File: config.mk
export PLATFORM = sky130hd
export DESIGN_NAME = imem_boot_loader
export DESIGN_NICKNAME = d
export VERILOG_FILES = /design/src/rtl/imem_boot_pkg.sv /design/src/rtl/imem_word_packer.sv /design/src/rtl/imem_boot_loader.sv
export SDC_FILE = /design/constraint.sdc
export NUM_CORES = 1
export LEC_CHECK = 0
export ABC_AREA = 1
export CAP_MARGIN = 25
export CELL_PAD_IN_SITES_DETAIL_PLACEMENT = 1
export CELL_PAD_IN_SITES_GLOBAL_PLACEMENT = 2
export CORE_UTILIZATION = 34
export CTS_CLUSTER_DIAMETER = 80
export DETAILED_ROUTE_END_ITERATION = 6
export DONT_BUFFER_PORTS = 1
export PLACE_DENSITY = 0.81
export SETUP_SLACK_MARGIN = 0.2
export SLEW_MARGIN = 20
export SYNTH_ARGS = -nofsm -noshare
export SYNTH_HDL_FRONTEND = slang
export SYNTH_SLANG_ARGS = --single-unit
File: constraint.sdc
create_clock -name clk -period 2.5 [get_ports clk]
set_clock_uncertainty 0.15 [all_clocks]
set_input_delay 0.375 -clock clk [delete_from_list [all_inputs] [get_ports clk]]
set_output_delay 0.375 -clock clk [all_outputs]
set_load 0.01 [all_outputs]
File: src/rtl/imem_boot_pkg.sv
`default_nettype none
// ============================================================================
//  Module   : imem_boot_pkg
//  Purpose  : Shared types and constants for the instruction-memory boot
//             loader. It holds the loader state encoding, the width of the
//             length header and the width of the byte-in-word counter.
//  Revision : 1.0  initial release
// ============================================================================
package imem_boot_pkg;

    // The length header is two bytes wide.
    localparam int LEN_W  = 16;
    // Counts bytes 0..3 within a 32-bit word.
    localparam int BCNT_W = 2;

    typedef enum logic [2:0] {
        ST_LEN_LO = 3'd0,
        ST_LEN_HI = 3'd1,
        ST_DATA   = 3'd2,
        ST_WRITE  = 3'd3,
        ST_RUN    = 3'd4,
        ST_ERROR  = 3'd5
    } state_t;

endpackage : imem_boot_pkg
`default_nettype wire

File: src/rtl/imem_word_packer.sv
`default_nettype none
// ============================================================================
//  Module   : imem_word_packer
//  Purpose  : Assembles four received bytes into one little-endian 32-bit
//             word. It uses a 2-bit byte counter and a 32-bit shift buffer.
//  Ports    : clk, rst      - clock, synchronous active-high reset
//             i_clear       - drop any partial word and restart at byte 0
//             i_byte_stb    - i_byte is accepted this cycle
//             i_byte        - received byte
//             o_word_done   - this strobe carries the 4th byte of a word
//             o_word        - assembled word (valid the cycle after done)
//  Revision : 1.0  initial release
// ============================================================================
module imem_word_packer
    import imem_boot_pkg::*;
(
    input  logic        clk,
    input  logic        rst,
    input  logic        i_clear,
    input  logic        i_byte_stb,
    input  logic [7:0]  i_byte,
    output logic        o_word_done,
    output logic [31:0] o_word
);

    localparam logic [BCNT_W-1:0] c_LAST_BYTE = '1;

    logic [BCNT_W-1:0] r_cnt;
    logic [31:0]       r_buf;

    // Shifting new bytes in from the top places the first byte of the word
    // in bits [7:0] after four shifts.
    always_ff @(posedge clk) begin
        if (rst || i_clear) begin
            r_cnt <= '0;
            r_buf <= '0;
        end else if (i_byte_stb) begin
            r_cnt <= r_cnt + BCNT_W'(1);
            r_buf <= {i_byte, r_buf[31:8]};
        end
    end

    assign o_word_done = i_byte_stb && (r_cnt == c_LAST_BYTE);
    assign o_word      = r_buf;

endmodule : imem_word_packer
`default_nettype wire

File: src/rtl/imem_boot_loader.sv
`default_nettype none
// ============================================================================
//  Module   : imem_boot_loader
//  Purpose  : Boot-time loader for the instruction memory. It receives a
//             stream of the form LEN[7:0], LEN[15:8], LEN x 4 bytes from the
//             UART. It writes each little-endian word to address k and then
//             releases the core. While the core runs, it flags fetches past
//             the end of the loaded program.
//  Ports    : clk, reset            - clock, synchronous active-high reset
//             boot_req              - restart loading (pulse)
//             rx_data/valid/ready   - byte stream handshake
//             im_we/waddr/wdata     - instruction-memory write port
//             cpu_hold              - core held while loading
//             fetch_addr, fetch_oob - core byte PC, out-of-program flag
//             load_done             - program loaded, core running
//             err                   - header length exceeded memory depth
//  Revision : 1.0  initial release
// ============================================================================
module imem_boot_loader
    import imem_boot_pkg::*;
#(
    parameter int ADDR_W = 8
)
(
    input  logic              clk,
    input  logic              reset,
    input  logic              boot_req,
    input  logic [7:0]        rx_data,
    input  logic              rx_valid,
    output logic              rx_ready,
    output logic              im_we,
    output logic [ADDR_W-1:0] im_waddr,
    output logic [31:0]       im_wdata,
    output logic              cpu_hold,
    input  logic [31:0]       fetch_addr,
    output logic              fetch_oob,
    output logic              load_done,
    output logic              err
);

    localparam int               c_DEPTH   = 2 ** ADDR_W;
    localparam logic [LEN_W:0]   c_DEPTH_W = (LEN_W + 1)'(c_DEPTH);

    state_t           r_state;
    logic [LEN_W-1:0] r_len;
    logic [LEN_W-1:0] r_idx;
    logic             r_err;

    logic             w_hs;
    logic             w_byte_stb;
    logic             w_word_done;
    logic [31:0]      w_word;
    logic             w_in_write;
    logic [LEN_W-1:0] w_len_full;
    logic [LEN_W-1:0] w_idx_inc;
    logic             w_unused_fetch_lsbs;

    // boot_req masks ready so that a byte offered in the same cycle stays
    // with the sender and becomes the first byte of the new header.
    assign rx_ready = ((r_state == ST_LEN_LO) || (r_state == ST_LEN_HI) ||
                       (r_state == ST_DATA)   || (r_state == ST_ERROR)) && !boot_req;
    assign w_hs       = rx_valid && rx_ready;
    assign w_byte_stb = w_hs && (r_state == ST_DATA);
    assign w_len_full = {rx_data, r_len[7:0]};
    assign w_idx_inc  = r_idx + LEN_W'(1);

    imem_word_packer u_packer (
        .clk         (clk),
        .rst         (reset),
        .i_clear     (boot_req),
        .i_byte_stb  (w_byte_stb),
        .i_byte      (rx_data),
        .o_word_done (w_word_done),
        .o_word      (w_word)
    );

    always_ff @(posedge clk) begin
        if (reset || boot_req) begin
            r_state <= ST_LEN_LO;
            r_len   <= '0;
            r_idx   <= '0;
            r_err   <= 1'b0;
        end else begin
            case (r_state)
                ST_LEN_LO: begin
                    if (w_hs) begin
                        r_len[7:0] <= rx_data;
                        r_state    <= ST_LEN_HI;
                    end
                end
                ST_LEN_HI: begin
                    if (w_hs) begin
                        r_len <= w_len_full;
                        if (w_len_full == '0) begin
                            r_state <= ST_RUN;
                        end else if ({1'b0, w_len_full} > c_DEPTH_W) begin
                            r_state <= ST_ERROR;
                            r_err   <= 1'b1;
                        end else begin
                            r_state <= ST_DATA;
                        end
                    end
                end
                ST_DATA: begin
                    if (w_word_done) begin
                        r_state <= ST_WRITE;
                    end
                end
                ST_WRITE: begin
                    r_idx   <= w_idx_inc;
                    r_state <= (w_idx_inc == r_len) ? ST_RUN : ST_DATA;
                end
                ST_RUN:   r_state <= ST_RUN;
                ST_ERROR: r_state <= ST_ERROR;
                default:  r_state <= ST_LEN_LO;
            endcase
        end
    end

    // The write port is decoded only from registers. The packer buffer stays
    // stable through WRITE because no byte is accepted in that state.
    assign w_in_write = (r_state == ST_WRITE);
    assign im_we      = w_in_write;
    assign im_waddr   = w_in_write ? r_idx[ADDR_W-1:0] : '0;
    assign im_wdata   = w_in_write ? w_word : '0;

    assign cpu_hold  = (r_state != ST_RUN);
    assign load_done = (r_state == ST_RUN);
    assign err       = r_err;

    // Compare the word index of the PC with the loaded word count. The
    // byte-offset bits do not take part.
    assign fetch_oob = (r_state == ST_RUN) &&
                       (fetch_addr[31:2] >= {{(30 - LEN_W){1'b0}}, r_len});
    assign w_unused_fetch_lsbs = ^fetch_addr[1:0];

endmodule : imem_boot_loader
`default_nettype wire

==> results.json <==
{
  "cts-root-buf": "clkbuf_16",
  "total_power_mw": 2.47,
  "muxShareOfSynthArea_pct": 0,
  "cp_slowest_stage_delay_ns": 0.35,
  "avgSynthCellArea_um2": 6.68,
  "syn_inst": 594,
  "drv_cap": 0,
  "dp_cells": 762,
  "ys_ff_latch": 70,
  "hp-class": "in2reg",
  "hpwl_um": 9310,
  "grt_pass1_vias": 3962,
  "h-tree-depth": 3,
  "power_frac_clock_pct": 48.2,
  "whs_path_depth": 2,
  "clkTransAtPathRegs_ns": 0.06,
  "io_buffers": 0,
  "ant_nets": 0,
  "intPower_mw": 1.86,
  "drc": 0,
  "p_leak_nw": 1.94,
  "yosysWarnings": 0,
  "antenna_found_initial": 0,
  "cts_buffers": 9,
  "setup_tns_ns": 0,
  "synth_compound_area_share_pct": 19.7,
  "min_period_over_period_pct": 96.2,
  "synthAdderAreaFrac_pct": 5.67,
  "drt_first_pass_iters": 4,
  "path_cells": "inv_4 -> ha_4 -> nand2_2 -> o21a_1 -> o21ai_1 -> nand3_1 -> nand2_1 -> a21oi_2 -> o21ai_1 -> nand2_1 -> a21oi_2",
  "power.net_switching_mw": 0.615,
  "required_ns": 1.98,
  "core_area_um2": 11400,
  "rr_worst_depth": 14,
  "placed_area_um2": 4420,
  "syn_area_um2": 3970,
  "grt.overflow.total": 0,
  "die_w_um": 110,
  "yosys.area_share.simple_pct": 25.6,
  "hold_viol": 0,
  "power_frac_seq_pct": 45.6,
  "crit_path_max_fanout": 3,
  "drt_wl_total_um": 12300,
  "rows": 39,
  "arrival_ns": 1.88,
  "powerDensity_nw_per_um2": 506,
  "min_period_ns": 2.41,
  "fmax_mhz": 416,
  "grt_max_degree": 53,
  "status": "finished clean",
  "drt_iter0_markers": 164,
  "io_pins": 90,
  "die-area_um2": 12100,
  "track_usage_pct": 21.3,
  "cp-end-kind": "output port",
  "crit_type": "reg2out",
  "rsz0062_at_grt": "true",
  "antenna_cells": 0,
  "viasPerCell": 5.18,
  "final_cells": 784,
  "die_h_um": 110,
  "vias": 4059,
  "drive_gt1_share_pct": 18.7,
  "slew_headroom_pct": 54.5,
  "swShare_pct": 24.9,
  "synth_top_family_by_area": "simple AND/OR/NAND/NOR gates",
  "area_delta_synth_final_pct": 23.1,
  "critPathSlowestCell": "dfxtp_2",
  "synth_xor_area_share_pct": 1.70,
  "nets": 698,
  "ys_seq_area_share_pct": 35.3,
  "clock_sinks": 70,
  "clk_path_buf_depth": 2,
  "setup_violations": 0,
  "clk_latency_ns": 0.34,
  "tightest_slew_ns": 0.678,
  "yosys.cell_types.count": 33,
  "worstSetupStartpointType": "register",
  "gp_congestion": 0.837,
  "initial_core_util_pct": 34.8,
  "utilization_pct": 42.8,
  "slew_viol_final": 0,
  "syn_nets": 656,
  "drt-wirelength-per-cell_um": 15.7,
  "grt_pass1_wl_um": 19500,
  "ir_drop_mv": 0.225,
  "final_cell_area_um2": 4880,
  "p_comb_share_pct": 6.2,
  "fillers": 1494,
  "cts_tree": "built"
}
per-layer routing:
metal	part of all wire, %	routed length (um)	up-vias	global-route usage (%)
met5	0	0	-	0
met4	1.6	193	0	7.24
met3	5.9	721	17	4.64
met2	47	5750	100	34.9
met1	46	5630	1931	27.7
li1	-	-	2011	-
synth_stat cells, drive strengths merged:
cell type | n | area share, %
a31oi | 2 | 0.32
nor2 | 84 | 9.5
o21bai | 1 | 0.28
clkbuf | 16 | 1.5
xor2 | 3 | 0.66
o211ai | 3 | 0.57
o21ai | 69 | 8.7
a21oi | 72 | 9.1
nand4 | 13 | 2.0
xnor2 | 2 | 0.44
xor3 | 1 | 0.60
ha | 18 | 5.7
dfxtp | 70 | 35
a2111oi | 1 | 0.22
nand3b | 1 | 0.19
or4 | 1 | 0.19
clkinv | 1 | 0.094
nand3 | 33 | 4.2
nor4 | 5 | 0.79
buf | 7 | 1.0
nor3 | 1 | 0.13
inv | 99 | 9.4
nand2 | 88 | 8.6
a22oi | 1 | 0.19
o21a | 2 | 0.38
kinds of logic after synthesis:
| kind of cell | Yosys count |
|---|---|
| buffers and inverters | 123 |
| and+or+nand+nor | 226 |
| DFF | 70 |
| AOI/OAI and AO/OA | 151 |
| adders and majority gates | 18 |
| xor gates and xnor gates | 6 |
stage by stage:
| stage | hold WS [ns] | worst slack, ns |
|---|---|---|
| floorplan | 0.280 | 0.455 |
| global placement | 0.289 | 0.204 |
| detailed placement | 0.297 | 0.151 |
| CTS | 0.0297 | 0.0527 |
| global route | 0.0400 | -0.0156 |
| finish | 0.0370 | 0.0943 |
cell type report:
class | count | area (um^2) | area share [%]
Sequential cell | 70 | 1410 | 28.9
Multi-Input combinational cell | 401 | 2220 | 45.4
Tap cell | 143 | 179 | 3.66
Clock buffer | 10 | 229 | 4.69
Timing Repair Buffer | 54 | 418 | 8.56
Inverter | 100 | 383 | 7.84
Clock inverter | 6 | 46.3 | 0.948
placed cells by master (no fill, tap or decap), drive strengths merged, types with 2 or more instances in the layout:
master and count:
nor4 5, nor2 84, o21ai 69, dfxtp 70, clkbuf 10, ha 18, nand3 33, buf 54
nand4 13, xor2 3, o211ai 3, xnor2 2, a21oi 72, clkinvlp 2, clkinv 4, a31oi 2
o21a 2, inv 100, nand2 88
registers in the layout (all words and copies together), names as in the netlist:
register / cells
r_len: 16
r_state: 3
u_packer.o_word: 32
u_packer.r_cnt: 2
r_idx: 16
err: 1
power groups by stage:
stage	clock, mW	combinational (mW)	sequential, mW
after global placement	0	0.128	1.15
after floorplan	0	0.0941	1.15
after detailed placement	0	0.134	1.15
after global routing	1.27	0.174	1.13
final	1.19	0.154	1.13
after CTS	1.22	0.153	1.13
path summary, 6_finish.rpt:
kind / startpoint / end / slack, ns
setup / recovery: r_len[5]$_SDFFE_PP0P_ / fetch_oob / 0.09
hold / removal: rx_data[7] / r_len[15]$_SDFFE_PP0P_ / 0.04
hold reg to reg: u_packer.o_word[2]$_SDFFE_PP0P_ / u_packer.o_word[2]$_SDFFE_PP0P_ / 0.30
setup reg to reg: r_idx[0]$_SDFFE_PP0P_ / r_state[1]$_SDFFE_PP0P_ / 0.35
worst max-delay path: cells and delay by family (launching register included):
kind | cells | cell delay [ns]
flops | 1 | 0.35
buf+inv | 1 | 0.05
simple gates | 4 | 0.27
compound gates | 5 | 0.61
fa+ha+maj | 1 | 0.27
timing repair:
item | in CTS | in global routing
hold buffers | 0 | 0
endpoints found under the setup margin | 41 | 49
buffers inserted | 6 | 0
pin swaps | 10 | 8
endpoints found under the hold margin | 0 | 0
resized for setup | 27 | 14
Power figures use the tool's default switching activity.
